$ cat src/rtl/jtcop_sndlatch_if.sv
`default_nettype none
// +--------------------------------------------------------------------------+
// | Module   : jtcop_sndlatch_if                                             |
// | Purpose  : Bundle for the main-CPU -> sound-CPU command channel.          |
// |            master : main-CPU write side plus the sound-side latch read    |
// |                     (main_we, main_din, snd_ack driven; status observed)  |
// |            slave  : the command latch itself (jtcop_sndlatch)             |
// | Signals  : main_we  1  write strobe, one clk per byte                     |
// |            main_din 8  command byte                                       |
// |            snd_ack  1  sound CPU latch read (nmi_clr), level              |
// |            latch    8  head byte presented to the sound CPU               |
// |            snreq    1  sound request, rising edge raises the NMI          |
// |            full     1  FIFO full                                          |
// |            empty    1  FIFO empty (in-flight byte counts until popped)    |
// |            ovf      1  sticky overflow                                    |
// | Revision : 1.0  initial release                                           |
// +--------------------------------------------------------------------------+
interface jtcop_sndlatch_if;
  logic       main_we;
  logic [7:0] main_din;
  logic       snd_ack;
  logic [7:0] latch;
  logic       snreq;
  logic       full;
  logic       empty;
  logic       ovf;

  modport master (
    output main_we, main_din, snd_ack,
    input  latch, snreq, full, empty, ovf
  );

  modport slave (
    input  main_we, main_din, snd_ack,
    output latch, snreq, full, empty, ovf
  );
endinterface
`default_nettype wire

$ cat src/rtl/jtcop_sndlatch.sv
`default_nettype none
// +--------------------------------------------------------------------------+
// | Module   : jtcop_sndlatch                                                |
// | Purpose  : Sound-command channel. Queues main-CPU command writes in a     |
// |            2**AW deep FIFO and hands them to the sound CPU one at a time: |
// |            raise snreq with the byte on latch, wait for the latch read    |
// |            (snd_ack high then low), pop, then keep snreq low for GAP clk. |
// | Ports    : clk, rst (synchronous, active-high)                           |
// |            bus (jtcop_sndlatch_if.slave): main_we, main_din, snd_ack in;  |
// |            latch, snreq, full, empty, ovf out                             |
// | Params   : AW (FIFO address width), GAP (low gap, >= 2),                  |
// |            TIMEOUT (REQ cycles before a re-pulse, retry option only)      |
// | Options  : `define JTCOP_SNDLATCH_RETRY_EN re-pulses snreq (2 clk low)    |
// |            after TIMEOUT clk in REQ without an ack, same byte, no pop.    |
// | Revision : 1.0  initial release                                           |
// +--------------------------------------------------------------------------+
module jtcop_sndlatch #(
  parameter int AW      = 3,
  parameter int GAP     = 16,
  parameter int TIMEOUT = 4096
) (
  input  logic            clk,
  input  logic            rst,
  jtcop_sndlatch_if.slave bus
);

  localparam int DEPTH = 1 << AW;
  localparam int GW    = $clog2(GAP);
  localparam logic [AW:0] CNT_FULL = {1'b1, {AW{1'b0}}};

`ifdef JTCOP_SNDLATCH_RETRY_EN
  localparam int SW = 3;
  localparam int TW = $clog2(TIMEOUT);
  localparam logic [TW-1:0] TMO_LAST = TW'(TIMEOUT - 1);
`else
  localparam int SW = 2;
`endif

  localparam logic [SW-1:0] ST_IDLE = SW'(0);
  localparam logic [SW-1:0] ST_REQ  = SW'(1);
  localparam logic [SW-1:0] ST_ACK  = SW'(2);
  localparam logic [SW-1:0] ST_GAP  = SW'(3);
`ifdef JTCOP_SNDLATCH_RETRY_EN
  localparam logic [SW-1:0] ST_RLOW = SW'(4);
`endif

  // FIFO storage and bookkeeping
  logic [7:0]    mem_q [DEPTH];
  logic [AW-1:0] wr_ptr_q, wr_ptr_d;
  logic [AW-1:0] rd_ptr_q, rd_ptr_d;
  logic [AW:0]   cnt_q, cnt_d;
  logic          full_q, full_d;
  logic          empty_q, empty_d;
  logic          ovf_q, ovf_d;

  // Handshake state and outputs
  logic [SW-1:0] state_q, state_d;
  logic [7:0]    latch_q, latch_d;
  logic          snreq_q, snreq_d;
  logic [GW-1:0] gap_q, gap_d;
`ifdef JTCOP_SNDLATCH_RETRY_EN
  logic [TW-1:0] tmo_q, tmo_d;
`else
  // TIMEOUT only has meaning with the retry option; referenced here so the
  // parameter list stays identical in both builds.
  if (TIMEOUT > 0) begin : g_no_retry
  end
`endif

  logic pop;
  logic wr_ok;

  // The byte leaves the FIFO only once the sound CPU has finished its read.
  assign pop   = (state_q == ST_ACK) && !bus.snd_ack;
  // A pop in the same clk frees the slot, so a write to a full FIFO is kept.
  assign wr_ok = bus.main_we && (!full_q || pop);

  // ---------------------------------------------------------------- FIFO --
  always_comb begin
    wr_ptr_d = wr_ok ? wr_ptr_q + 1'b1 : wr_ptr_q;
    rd_ptr_d = pop   ? rd_ptr_q + 1'b1 : rd_ptr_q;
    cnt_d    = cnt_q;
    case ({wr_ok, pop})
      2'b10:   cnt_d = cnt_q + 1'b1;
      2'b01:   cnt_d = cnt_q - 1'b1;
      default: cnt_d = cnt_q;
    endcase
    full_d  = (cnt_d == CNT_FULL);
    empty_d = (cnt_d == '0);
    ovf_d   = ovf_q | (bus.main_we & ~wr_ok);
  end

  always_ff @(posedge clk) begin
    if (wr_ok) begin
      mem_q[wr_ptr_q] <= bus.main_din;
    end
  end

  // ------------------------------------------------- FSM: state register --
  always_ff @(posedge clk) begin
    if (rst) begin
      state_q <= ST_IDLE;
    end else begin
      state_q <= state_d;
    end
  end

  // ---------------------------------------------------- FSM: next state --
  always_comb begin
    state_d = state_q;
    case (state_q)
      ST_IDLE: if (!empty_q) state_d = ST_REQ;
      ST_REQ: begin
        if (bus.snd_ack) begin
          state_d = ST_ACK;
        end
`ifdef JTCOP_SNDLATCH_RETRY_EN
        else if (tmo_q == TMO_LAST) begin
          state_d = ST_RLOW;
        end
`endif
      end
      ST_ACK:  if (!bus.snd_ack) state_d = ST_GAP;
      ST_GAP:  if (gap_q == '0) state_d = ST_IDLE;
`ifdef JTCOP_SNDLATCH_RETRY_EN
      ST_RLOW: if (gap_q == '0) state_d = ST_REQ;
`endif
      default: state_d = ST_IDLE;
    endcase
  end

  // -------------------------------------------------------- FSM: outputs --
  always_comb begin
    latch_d = latch_q;
    gap_d   = gap_q;
    // snreq is a registered copy of "in REQ", so it rises on the same edge
    // that loads the latch and drops on the edge that leaves REQ.
    snreq_d = (state_d == ST_REQ);

    if ((state_q == ST_IDLE) && (state_d == ST_REQ)) begin
      latch_d = mem_q[rd_ptr_q];
    end

    if ((state_q == ST_ACK) && (state_d == ST_GAP)) begin
      gap_d = GW'(GAP - 1);
    end else if ((state_q == ST_GAP) && (gap_q != '0)) begin
      gap_d = gap_q - 1'b1;
    end
`ifdef JTCOP_SNDLATCH_RETRY_EN
    // The gap counter doubles as the 2-clk low timer of a re-pulse.
    else if ((state_q == ST_REQ) && (state_d == ST_RLOW)) begin
      gap_d = GW'(1);
    end else if ((state_q == ST_RLOW) && (gap_q != '0)) begin
      gap_d = gap_q - 1'b1;
    end

    // Held at zero outside REQ, so every entry to REQ starts a fresh count.
    tmo_d = (state_q == ST_REQ) ? tmo_q + 1'b1 : '0;
`endif
  end

  always_ff @(posedge clk) begin
    if (rst) begin
      wr_ptr_q <= '0;
      rd_ptr_q <= '0;
      cnt_q    <= '0;
      full_q   <= 1'b0;
      empty_q  <= 1'b1;
      ovf_q    <= 1'b0;
      latch_q  <= 8'h00;
      snreq_q  <= 1'b0;
      gap_q    <= '0;
`ifdef JTCOP_SNDLATCH_RETRY_EN
      tmo_q    <= '0;
`endif
    end else begin
      wr_ptr_q <= wr_ptr_d;
      rd_ptr_q <= rd_ptr_d;
      cnt_q    <= cnt_d;
      full_q   <= full_d;
      empty_q  <= empty_d;
      ovf_q    <= ovf_d;
      latch_q  <= latch_d;
      snreq_q  <= snreq_d;
      gap_q    <= gap_d;
`ifdef JTCOP_SNDLATCH_RETRY_EN
      tmo_q    <= tmo_d;
`endif
    end
  end

  assign bus.latch = latch_q;
  assign bus.snreq = snreq_q;
  assign bus.full  = full_q;
  assign bus.empty = empty_q;
  assign bus.ovf   = ovf_q;

endmodule
`default_nettype wire

$ cat src/flat_wrapper.sv
// flat-port wrapper written by rule: the top's interface ports become plain ports
module jtcop_sndlatch_flat 
#(
  parameter int AW      = 3,
  parameter int GAP     = 16,
  parameter int TIMEOUT = 4096
)
  (clk, rst, bus_main_we, bus_main_din, bus_snd_ack, bus_latch, bus_snreq, bus_full, bus_empty, bus_ovf);
  jtcop_sndlatch_if bus_i ();
  input  logic clk;
  input  logic rst;
  input wire logic [$bits(bus_i.main_we)-1:0] bus_main_we;
  input wire logic [$bits(bus_i.main_din)-1:0] bus_main_din;
  input wire logic [$bits(bus_i.snd_ack)-1:0] bus_snd_ack;
  output wire logic [$bits(bus_i.latch)-1:0] bus_latch;
  output wire logic [$bits(bus_i.snreq)-1:0] bus_snreq;
  output wire logic [$bits(bus_i.full)-1:0] bus_full;
  output wire logic [$bits(bus_i.empty)-1:0] bus_empty;
  output wire logic [$bits(bus_i.ovf)-1:0] bus_ovf;
  assign bus_i.main_we = bus_main_we;
  assign bus_i.main_din = bus_main_din;
  assign bus_i.snd_ack = bus_snd_ack;
  assign bus_latch = bus_i.latch;
  assign bus_snreq = bus_i.snreq;
  assign bus_full = bus_i.full;
  assign bus_empty = bus_i.empty;
  assign bus_ovf = bus_i.ovf;
  jtcop_sndlatch #(.AW(AW), .GAP(GAP), .TIMEOUT(TIMEOUT)) u_core (.clk(clk), .rst(rst), .bus(bus_i));
endmodule
$ cat config.mk
export PLATFORM = sky130hd
export DESIGN_NAME = jtcop_sndlatch_flat
export DESIGN_NICKNAME = d
export VERILOG_FILES = /design/src/rtl/jtcop_sndlatch_if.sv /design/src/rtl/jtcop_sndlatch.sv /design/src/flat_wrapper.sv
export SDC_FILE = /design/constraint.sdc
export NUM_CORES = 1
export LEC_CHECK = 0
export CAP_MARGIN = 10
export CORE_MARGIN = 10
export CORE_UTILIZATION = 48
export DETAILED_ROUTE_END_ITERATION = 10
export GPL_ROUTABILITY_DRIVEN = 0
export GPL_TIMING_DRIVEN = 0
export PLACE_DENSITY = 0.67
export SLEW_MARGIN = 20
export SYNTH_ARGS = -nofsm -noshare
export SYNTH_HDL_FRONTEND = slang
export SYNTH_SLANG_ARGS = --single-unit
$ cat constraint.sdc
create_clock -name clk -period 5.25 [get_ports clk]
set_clock_uncertainty 0.15 [all_clocks]
set_input_delay 0.7875 -clock clk [delete_from_list [all_inputs] [get_ports clk]]
set_output_delay 0.7875 -clock clk [all_outputs]
set_load 0.05 [all_outputs]
# Word level (Yosys, flattened, before mapping)
# Memories as Yosys holds them, arrays and structs flattened. A register that Yosys moved wholly into a read port is not among the register bits.
# Cells that the tools add are included.
# word_totals
reg_bits,20
ramBits,64
input_bits,12
out_inout_bits,12
wordCells,49
mem_count,1
# memory_table
name,depth,word_bits,rd,rd_clocked_by_memory_dff,wr,line,source
u_core.mem_q,8,8,1,1,1,jtcop_sndlatch.sv:48,logic [7:0] mem_q [DEPTH];
# classes
addsub,5
eq_ne,8
muxes,10
bitwise_logic,3
n_reduce_logical,13
# ops
operator,n
$eq 2x2->1 const B,4
$logic_not 4->1,2
$mux 2,4
$mux 4,2
$pmux 2 s4,1
$pmux 4 s2,1
$sub 4x1->4 const B,2
$add 3x1->3 const B,2
$eq 2x1->1 const B,3
$logic_and 1x1->1,5
$add 4x1->4 const B,1
$eq 4x4->1 const B,1
$reduce_bool 4->1,1
$logic_not 1->1,2
$logic_not 2->1,1
$mux 1,2
$reduce_bool 2->1,1
$and 1x1->1,1
$logic_or 1x1->1,1
$not 1->1,1
$or 1x1->1,1

# Depth between registers and ports, before layout
# Gate-level depths: netlist of the first run.
# depth
word_depth,7
ltp_mapped,13
ltp_nobuf,11

# Worst setup path after synthesis of the first run
# No wires, ideal clock.
# synth_path
path_kind,in2reg
from,input port bus_snd_ack
to,"register u_core.full_q, in the netlist u_core.bus.full"
setup_ps,117
arrival_time_ps,3060
t_required_ps,4983
slack_ps,1923
path_stages,10
path_buffers,1
path_cell_list,or3b_1 buf_2 a21boi_2 inv_1 ha_1 nand2b_1 or4b_1 a31oi_1 xnor2_1 and4bb_2
# synth_between
elab_chain_cells,7
elab_cells_between_ends,8
cone_classes,3 x eq/ne; 1 x mux; 4 x reduce/logical
# synth_rtl
item,line,source
"start, declared",flat_wrapper.sv:14,input wire logic [$bits(bus_i.snd_ack)-1:0] bus_snd_ack;
$logic_not 1->1 (*),jtcop_sndlatch.sv:74,assign pop = (state_q == ST_ACK) && !bus.snd_ack;
$logic_and 1x1->1 (*),jtcop_sndlatch.sv:74,
$logic_or 1x1->1,jtcop_sndlatch.sv:76,assign wr_ok = bus.main_we && (!full_q || pop);
$logic_and 1x1->1,jtcop_sndlatch.sv:76,
$eq 2x1->1 or $eq 2x2->1 (tied branches),jtcop_sndlatch.sv:83,"case ({wr_ok, pop})"
$pmux 4 s2 (*),jtcop_sndlatch.sv:83,
$eq 4x4->1 (*),jtcop_sndlatch.sv:88,full_d = (cnt_d == CNT_FULL);
"end signal, assigned",jtcop_sndlatch.sv:180,full_q <= full_d;
"end, declared",jtcop_sndlatch.sv:52,"logic full_q, full_d;"
# Every way passes the cells marked *; elsewhere a longest branch is shown, timed or not.
# A chain may end at the register's enable or synchronous reset.

# Worst setup path in the final report of the first run
# Same ends and word-level chain as after synthesis.

==> results of run 1 <==
stage by stage:
step                utilization [%]  setup WS, ns  total power, uW  instance area [um2]  hold slack, ns
global route                   57.6          1.28             1520                 4230           0.367
global placement               54.4         0.804             1040                 3990           0.306
finish                         57.6          1.50             1460                 4230           0.333
CTS                            57.6          1.48             1470                 4230           0.344
floorplan                         -          1.92              977                 3640           0.344
detailed placement             55.2          1.11             1050                 4040           0.320
path summary, 6_finish.rpt:
check                    start              end  slack [ns]
max reg2reg  u_core.state_q[1]  u_core.bus.full        1.95
min             u_core.bus.ovf   u_core.bus.ovf        0.33
max                bus_snd_ack  u_core.bus.full        1.50
min reg2reg     u_core.bus.ovf   u_core.bus.ovf        0.33
power by group:
group	leakage [uW]	total [uW]	internal (uW)	switching, uW
clock network	0.0000881	433	179	255
logic	0.000477	199	78.3	121
registers	0.000810	828	809	18.9
total	0.00138	1460	1070	395
cell type report:
type / count / area, um2 / share of cell area, %
clock inverters: 7 / 57.6 / 1.36
plain buffers: 13 / 60.1 / 1.42
repair buffers: 26 / 250 / 5.92
inverters: 4 / 15.0 / 0.355
flip-flops and latches: 92 / 2480 / 58.8
clock buffers: 9 / 124 / 2.93
multi-input cells: 128 / 1110 / 26.3
well taps: 99 / 124 / 2.93
state kept, by name, summed over array words and instances, names as in the netlist:
| name | cells |
|---|---|
| u_core.bus.empty | 1 |
| u_core.bus.ovf | 1 |
| u_core.state_q | 2 |
| u_core.bus.latch | 8 |
| u_core.wr_ptr_q | 3 |
| u_core.bus.full | 1 |
| u_core.cnt_q | 4 |
| u_core.mem_q | 64 |
| u_core.gap_q | 4 |
| u_core.bus.snreq | 1 |
| u_core.rd_ptr_q | 3 |
cells in the mapped netlist:
| cell type | n |
|---|---|
| a21boi_2 | 1 |
| nor4_1 | 1 |
| nor3b_1 | 1 |
| mux4_2 | 16 |
| nand2_1 | 12 |
| nand3_1 | 1 |
| xor2_1 | 6 |
| nor2_1 | 27 |
| buf_2 | 5 |
| clkbuf_1 | 4 |
| nand3b_1 | 2 |
| a31oi_1 | 2 |
| a41o_1 | 1 |
| mux2i_1 | 10 |
| or3_1 | 1 |
| nor3_1 | 6 |
| or4b_1 | 1 |
| ha_1 | 6 |
| buf_4 | 1 |
| clkbuf_2 | 1 |
| inv_1 | 4 |
| and4bb_2 | 1 |
| edfxtp_1 | 64 |
| buf_1 | 2 |
| dfxtp_1 | 28 |
| a22oi_1 | 1 |
| o21ai_0 | 4 |
| a21oi_1 | 8 |
| nand2b_1 | 3 |
| xnor2_1 | 5 |
| a31o_2 | 1 |
| nand4b_1 | 1 |
| a22o_1 | 1 |
| a211oi_1 | 8 |
| or3b_1 | 1 |
metal layers:
metal	up-vias	share of wire, %	track usage [%]	wire, um
met4	0	1.3	3.77	83
met2	37	46	18.1	3020
met3	7	4.7	3.53	308
li1	975	-	-	-
met1	982	48	15.3	3170
met5	-	0	0	0
logic make-up after synthesis:
family | count (synthesis) | synth area share [%]
muxes | 26 | 12.6
DFF | 92 | 68.1
buffers and inverters | 17 | 2.06
AOI/OAI and AO/OA | 27 | 4.91
adders and majority gates | 6 | 2.06
and+or+nand+nor | 58 | 7.56
xor gates and xnor gates | 11 | 2.64
critical path, cell delays in order:
cell,delay [ns]
clkdlybuf4s50_1,0.48
or3b_1,0.36
buf_2,0.18
a21boi_2,0.27
inv_1,0.21
ha_1,0.27
nand2b_1,0.15
or4b_1,0.46
a31oi_1,0.22
xnor2_1,0.18
and4bb_2,0.26
cells in the final DEF, fill, tap and decap left out, types with 5 or more instances in the layout:
| cell type | n |
|---|---|
| a21oi_1 | 8 |
| buf_4 | 5 |
| mux2i_1 | 10 |
| xnor2_1 | 5 |
| nand2_1 | 12 |
| ha_1 | 6 |
| edfxtp_1 | 64 |
| clkdlybuf4s50_1 | 22 |
| xor2_1 | 6 |
| nor2_1 | 27 |
| a211oi_1 | 8 |
| dfxtp_1 | 28 |
| buf_2 | 5 |
| clkbuf_8 | 9 |
| mux4_2 | 16 |
==> metrics.txt, run 1 <==
DRT Wirelength 6580 um; Initial Util 49.7%; non-filler cells, final 378; CP required 5.35 ns; Detailed Routing Iterations Pass 1 4; final setup vio count 0; hold depth 2; PwrDens 346 nW/um2; Core ar. 7330 um2; Fin. Hold Viols 0; vias post-DR 2001; Max Root-Sink Buffers 2; Final TNS setup 0 ns; post-layout min period 3.75 ns; Layout fillers 577; Tcrit/Tclk final 71.4%; P&R area growth vs syn 16.0%; number of post-CTS setup repair buffers 0; Setup crit end kind register; Synth cell types 35; GR Util All Layers 11.7%; initial drt markers 97; DP Cell Count 362; vias in the first global route 1896; Die Y-Extent 107 um; Clock Latency Late Sink 0.35 ns; final layout net count 292; global-route wire length before repair 10200 um; Worst R2R Path Depth 11; Synth Net Count 255; DR vias/cell 5.29; Pins Over Slew Limit 0; RSZ-0062 raised after global routing false; Setup CP Type input pin to register; dpl hpwl 4580 um; clk slew on worst S/H paths 0.09 ns; Ys Warns 0; post_cts resized 0; initial antenna violation count 0; Synth Instances 237; crit path DAT 3.85 ns; hold crit path type register to register; Slew headroom 41.7%; CTS tree done; # clock sinks 92; share of cells above drive strength 1 18.3%; worst vdd ir 174 uV; hold_buf cts 0; wire per inst 17.4 um; number of nets with antenna violations after routing 0; maxcap violations 0; outcome complete, no violations; Die Wd 107 um; Die ar. 11500 um2; largest net degree at the start of global routing 18; # rows 31; root buf cell clkbuf_8; f_max 267 MHz; Worst Path Max Fanout 7; Synth top area share 52.7%; top cells by area, synth edfxtp_1 53%, dfxtp_1 15%, mux4_2 9.9%; # diodes 0; synthesis-stage register bit count 92; port buffer count 22; DRC 0; H-tree Lvls 3; register area share after synthesis 68.1%; syn avg cell area 15.4 um2; Pleak 0.00138 uW; Worst-Margin Slew 0.872 ns; cell taking the most area after synthesis edfxtp_1; cts bufs inserted 9; GR Overflow Total 0; Cell Area, Synth 3640 um2; crit start category input pin; I/O Pins 24
Note: power is estimated with default switching activity, not from simulation.
==> inputs of run 2 (changes only) <==
==> constraint.sdc (replaced) <==
create_clock -name clk -period 3.6 [get_ports clk]
set_clock_uncertainty 0.15 [all_clocks]
set_input_delay 0.54 -clock clk [delete_from_list [all_inputs] [get_ports clk]]
set_output_delay 0.54 -clock clk [all_outputs]
set_load 0.05 [all_outputs]
==> run 2 against run 1 <==
Die area did not move. Clock power grew 46%. Global-route usage is the same. Critical path type unchanged.
==> metrics.txt, run 2 (synthesis gave the netlist of run 1 again) <==
GRT busiest layer met2; CP required 3.70 ns (-1.65 ns); I/O Pins 24 (unchanged); # clock sinks 92 (unchanged); Detailed Routing Iterations Pass 1 4 (unchanged); DRT Wirelength 6610 um (+0.40%); Initial Util 49.7% (unchanged); Die Y-Extent 107 um (unchanged); global-route wire length before repair 10200 um (unchanged); Fin. Hold Viols 0 (unchanged); post-layout min period 3.36 ns; Setup CP Type input pin to register; largest net degree at the start of global routing 18 (unchanged); GR Util All Layers 11.7% (unchanged); hold crit path type register to register; Clock Latency Late Sink 0.35 ns (about the same); f_max 298 MHz; most common cell after layout, fill and taps aside edfxtp_1; initial drt markers 96 (-1.0%); crit start category input pin; Die Wd 107 um (unchanged); Final Hold Slack 0.333 ns (-0.0000740 ns); Crit Reg-Reg Startpoint u_core.state_q[1]; P&R area growth vs syn 16.2%; # diodes 0 (unchanged); port buffer count 22 (unchanged); crit path DAT 3.46 ns (-0.39 ns); Core ar. 7330 um2 (unchanged); vias post-DR 2019 (+0.90%); Pins Over Slew Limit 0 (unchanged); # rows 31 (unchanged); PwrDens 504 nW/um2 (+46%); wire per inst 17.5 um (+0.40%); Setup crit end kind register; max reg flops 64 (unchanged); Final WS setup 0.240 ns (-1.26 ns); dpl hpwl 4580 um (unchanged); Max Root-Sink Buffers 2 (unchanged); HP Start u_core.bus.ovf; Final TNS setup 0 ns (unchanged); share of cells above drive strength 1 18.6% (+0.36 points); Worst-Margin Slew 0.858 ns (-0.0131 ns); commonest cells after routing, fill and taps aside 64 x edfxtp_1, 28 x dfxtp_1, 27 x nor2_1; maxcap violations 0 (unchanged); grt met2 use 18.1% (unchanged); H-tree Lvls 3 (unchanged); root buf cell clkbuf_8; hold_buf cts 0 (unchanged); final layout net count 292 (unchanged); Die ar. 11500 um2 (unchanged); Worst Path Max Fanout 7 (unchanged); GR Overflow Total 0 (unchanged); met1 Usage GRT 15.3% (unchanged); Setup WS pre-CTS -0.295 ns (-1.40 ns); final setup vio count 0 (unchanged); Slew headroom 42.5% (+0.77 points); Tot Pwr 2130 uW (+46%); number of nets with antenna violations after routing 0 (unchanged); Tcrit/Tclk final 93.3%; Most flops, register u_core.mem_q; CTS tree done; DRC 0 (unchanged); clk slew on worst S/H paths 0.09 ns (about the same); RSZ-0062 raised after global routing false; origin of the worst setup path bus_snd_ack; DR vias/cell 5.34 (+0.90%); vias in the first global route 1896 (unchanged); outcome complete, no violations; Pleak 0.00138 uW (+0.32%); cts bufs inserted 9 (unchanged); initial antenna violation count 0 (unchanged); worst vdd ir 253 uV (+46%); met3 usage 3.53% (unchanged)
[run 2: changes by cell type in the layout (fill, tap and decap cells not counted)]
cell and delta:
a21boi_2 -1, a21boi_4 +1, inv_1 -1, inv_2 +1
[run 2: path summary, 6_finish.rpt]
kind                           to  slack, ns  cells past startpoint
setup reg to reg  u_core.bus.full       0.45                     11
hold reg to reg    u_core.bus.ovf       0.33                      2
hold / removal     u_core.bus.ovf       0.33                      2
setup / recovery  u_core.bus.full       0.24                     11
[run 2: layout make-up]
type	instances	area, um2
Fill cell	580	3100
Sequential cell	92	2480
Multi-Input combinational cell	128	1120
Timing Repair Buffer	26	250
Clock buffer	9	124
Tap cell	99	124
Buffer	13	60.1
Clock inverter	7	57.6
Inverter	4	15.0
[run 2: metrics by stage]
step,std cells,util (%),cell area [um2]
2_1_floorplan,237,-,3640
3_3_place_gp,358,54.4,3990
3_5_place_dp,362,55.2,4040
4_1_cts,378,57.6,4230
5_1_grt,378,57.7,4230
6_report,378,57.7,4230
[run 2: routing by layer]
| metal | share of wire, % | up-vias | routed length [um] |
|---|---|---|---|
| met5 | 0 | - | 0 |
| met4 | 0.86 | 0 | 57 |
| met3 | 5.1 | 5 | 336 |
| met2 | 46 | 44 | 3070 |
| met1 | 48 | 995 | 3150 |
| li1 | - | 975 | - |
[run 2: timing repair]
item,4_1_cts,5_1_grt
resized for setup,0,2
endpoints found under the setup margin,0,2
buffers inserted,0,0
[run 2: critical path, cell delays in order]
cell and delay [ns]:
clkdlybuf4s50_1 0.48, or3b_1 0.36, buf_2 0.19, a21boi_4 0.24, inv_2 0.12, ha_1 0.24
nand2b_1 0.15, or4b_1 0.46, a31oi_1 0.22, xnor2_1 0.18, and4bb_2 0.26
[run 2: power by group]
| part | total (uW) | internal (uW) | switching [uW] |
|---|---|---|---|
| Combinational | 292 | 115 | 177 |
| Clock | 633 | 260 | 372 |
| Sequential | 1210 | 1180 | 27.6 |
==> inputs of run 3 (changes only) <==
--- a/config.mk
+++ b/config.mk
@@ -5,6 +5,7 @@
 export SDC_FILE = /design/constraint.sdc
 export NUM_CORES = 1
 export LEC_CHECK = 0
+export ABC_AREA = 1
 export CAP_MARGIN = 10
 export CORE_MARGIN = 10
 export CORE_UTILIZATION = 48
==> run 3 against run 2 <==
Die area increased by 3.5%. Non-clock buffer count decreased by 4. Worst setup slack improved by 0.61 ns. Cell area increased by 3.3%. Critical endpoint is now u_core.bus.empty. Largest power group unchanged.
==> metrics.txt, run 3 <==
GR Util All Layers 14.9% (+3.3 points); Synth Instances 370 (+56%); worst vdd ir 241 uV (-4.9%); Worst-Margin Slew 1.00 ns (+0.145 ns); Detailed Routing Iterations Pass 1 5 (+1); crit start category input pin; share of cells above drive strength 1 10.0% (-8.6 points); Synth top area share 50.5% (-2.2 points); Crit Reg-Reg Endpoint u_core.bus.empty; Most flops, register u_core.mem_q; clk slew on worst S/H paths 0.10 ns (about the same); cts bufs inserted 9 (unchanged); EDFF count, synth 64 (unchanged); Tcrit/Tclk final 76.3% (-17 points); largest net degree at the start of global routing 19 (+1); Pleak 0.00168 uW (+22%); crit-path leading delay family simple AND/OR/NAND/NOR gates; Synth Flop Type edfxtp_1; final layout net count 422 (+45%); r2r setup slk 1.15 ns (+0.70 ns); Slowest cell on crit path clkdlybuf4s50_1; Cell Chain, Critical Path clkdlybuf4s50_1 > inv_1 > nand3_2 > nand2_1 > nand2_2 > ha_1 > nand2_1 > inv_1 > nor2_1 > ha_1 > inv_1 > o21ai_0 > nor2_1 > nand3_1 > nand2_1 > nand2_1 > inv_1; top cells by area, synth edfxtp_1 51%, dfxtp_1 15%, nand2_1 5.1%; DR vias/cell 5.29 (-0.93%); post_cts resized 0 (unchanged); maxcap violations 0 (unchanged); GR Overflow Total 0 (unchanged); CTS tree done; vias in the first global route 2672 (+41%); Worst path max stage delay 0.45 ns (-0.03 ns); async set-reset flop share out of synthesis 0% (unchanged); Worst Path Max Fanout 8 (+1); Layout fillers 667 (+15%); worst path bufs/invs 5 (+2); post-layout min period 2.75 ns (-0.614 ns); Synth cell types 27 (-23%); Die Wd 109 um (+1.8%); vias post-DR 2704 (+34%); Hold Path End u_core.bus.ovf; commonest cells after routing, fill and taps aside 64 x edfxtp_1, 52 x nand2_1, 52 x nor2_1; count leader, synth edfxtp_1; Ys Warns 0 (unchanged); Die Y-Extent 109 um (+1.8%); initial antenna violation count 0 (unchanged); Worst R2R Path Depth 15 (+4); syn avg cell area 10.3 um2 (-33%); Setup CP Type input pin to register; final setup vio count 0 (unchanged); root buf cell clkbuf_8; # rows 32 (+3.2%); DRT Wirelength 8370 um (+27%); Synth Area in Simple Gates 13.2% (+5.6 points); P&R area growth vs syn 15.0%; Final WS setup 0.854 ns (+0.614 ns); Cell Area, Synth 3800 um2 (+4.4%); f_max 364 MHz (+22%); Max Root-Sink Buffers 2 (unchanged); Setup WS pre-CTS 0.476 ns (+0.771 ns); dpl hpwl 5400 um (+18%); Synth Net Count 388 (+52%); crit path DAT 2.92 ns (-0.54 ns); post-synthesis xor/xnor area fraction 0.461% (-2.2 points); hold depth 2 (unchanged); Slew headroom 32.9% (-9.6 points); Fin. Hold Viols 0 (unchanged); DP Area 4160 um2 (+2.9%); HP Start u_core.bus.ovf; origin of the worst setup path bus_snd_ack; Tot Pwr 2460 uW (+15%); most common cell after layout, fill and taps aside edfxtp_1; final instance area 4370 um2 (+3.3%); max reg flops 64 (unchanged); Core ar. 7730 um2 (+5.4%); Multi-input gate area 1070 um2 (-4.2%); Synth top cells by count 64 x edfxtp_1, 52 x nand2_1, 52 x nor2_1; wire per inst 16.4 um (-6.3%); port buffer count 23 (+4.5%); initial drt markers 231 (+140%); Synth Area in Compound Gates 12.6% (+7.7 points); Synth Area in Adders 1.97% (-0.086 points); synthesis-stage register bit count 92 (unchanged); RSZ-0062 raised after global routing false; # clock sinks 92 (unchanged); hold crit path type register to register; global-route wire length before repair 13400 um (+31%); Setup crit end kind register; hold_buf cts 0 (unchanged); cell taking the most area after synthesis edfxtp_1; register area share after synthesis 65.3% (-2.8 points); DRC 0 (unchanged); mux contribution to synthesized area 0% (-13 points); Die ar. 11900 um2 (+3.5%); I/O Pins 24 (unchanged); Final TNS setup 0 ns (unchanged); outcome complete, no violations; Pins Over Slew Limit 0 (unchanged); number of post-CTS setup repair buffers 0 (unchanged); largest family of logic cells by synthesized area simple AND/OR/NAND/NOR gates; PwrDens 563 nW/um2 (+12%); number of nets with antenna violations after routing 0 (unchanged); FF+latch area 2480 um2 (unchanged); final core occ 56.6% (-1.2 points); CP required 3.77 ns (+0.07 ns); # diodes 0 (unchanged); Clock Latency Late Sink 0.37 ns (+0.02 ns); H-tree Lvls 3 (unchanged); Initial Util 49.2% (-0.49 points); Crit Reg-Reg Startpoint u_core.state_q[1]
-- run 3: cell types whose count changed after synthesis, sizes merged, moves of 7 or more --
| cell | delta |
|---|---|
| o22ai | +16 |
| nor2 | +27 |
| a21oi | +13 |
| mux2i | -10 |
| nand3 | +9 |
| nand2 | +43 |
| inv | +43 |
| o21ai | +44 |
| mux4 | -16 |
| a211oi | -7 |
-- run 3: worst register-to-register path, stage by stage (launching register included) --
cell and delay, ns:
dfxtp_1 0.43, nand3_2 0.20, nand2_1 0.13, nand2_2 0.12
ha_1 0.27, nand2_1 0.09, inv_1 0.04, nor2_1 0.17
ha_1 0.26, inv_1 0.05, o21ai_0 0.09, nor2_1 0.14
nand3_1 0.11, nand2_1 0.07, nand2_1 0.05, inv_1 0.05
-- run 3: worst max path at each step --
stage	cells past startpoint	endpoint
5_1_grt	17	u_core.bus.empty
6_report	17	u_core.bus.empty
3_5_place_dp	17	u_core.bus.empty
2_1_floorplan	15	u_core.bus.empty
3_3_place_gp	17	u_core.bus.empty
4_1_cts	17	u_core.bus.empty
-- run 3: cells by family (layout without fill, tap and decap cells) --
family / count (synthesis) / count (layout)
AOI/OAI and AO/OA: 88 / 88
adders and majority gates: 6 / 6
and+or+nand+nor: 122 / 122
xor gates and xnor gates: 2 / 2
buffers and inverters: 60 / 99
DFF: 92 / 92
-- run 3: per-stage QoR --
| step | hold WS, ns | std cells |
|---|---|---|
| after floorplan | 0.312 | 370 |
| after global placement | 0.296 | 495 |
| after detailed placement | 0.304 | 495 |
| after CTS | 0.318 | 511 |
| after global routing | 0.359 | 511 |
| final | 0.310 | 511 |
-- run 3: power breakdown --
group	switching, uW	internal (uW)
clock	403	339
sequential	36.6	1200
combinational	321	164
-- run 3: layout make-up --
type,instances,share of cell area (%)
well taps,102,2.92
flip-flops and latches,92,56.8
inverters,48,4.12
plain buffers,12,1.55
repair buffers,23,5.26
multi-input cells,218,24.5
clock inverters,7,2.03
clock buffers,9,2.83
-- run 3: layer usage --
| layer | wire length [um] | vias to the layer above | track usage, % | part of all wire, % |
|---|---|---|---|---|
| met5 | 0 | - | 0 | 0 |
| met4 | 104 | 0 | 6.50 | 1.2 |
| met3 | 583 | 8 | 3.83 | 7.0 |
| met2 | 4040 | 88 | 24.2 | 48 |
| met1 | 3640 | 1287 | 18.5 | 44 |
| li1 | - | 1321 | - | - |
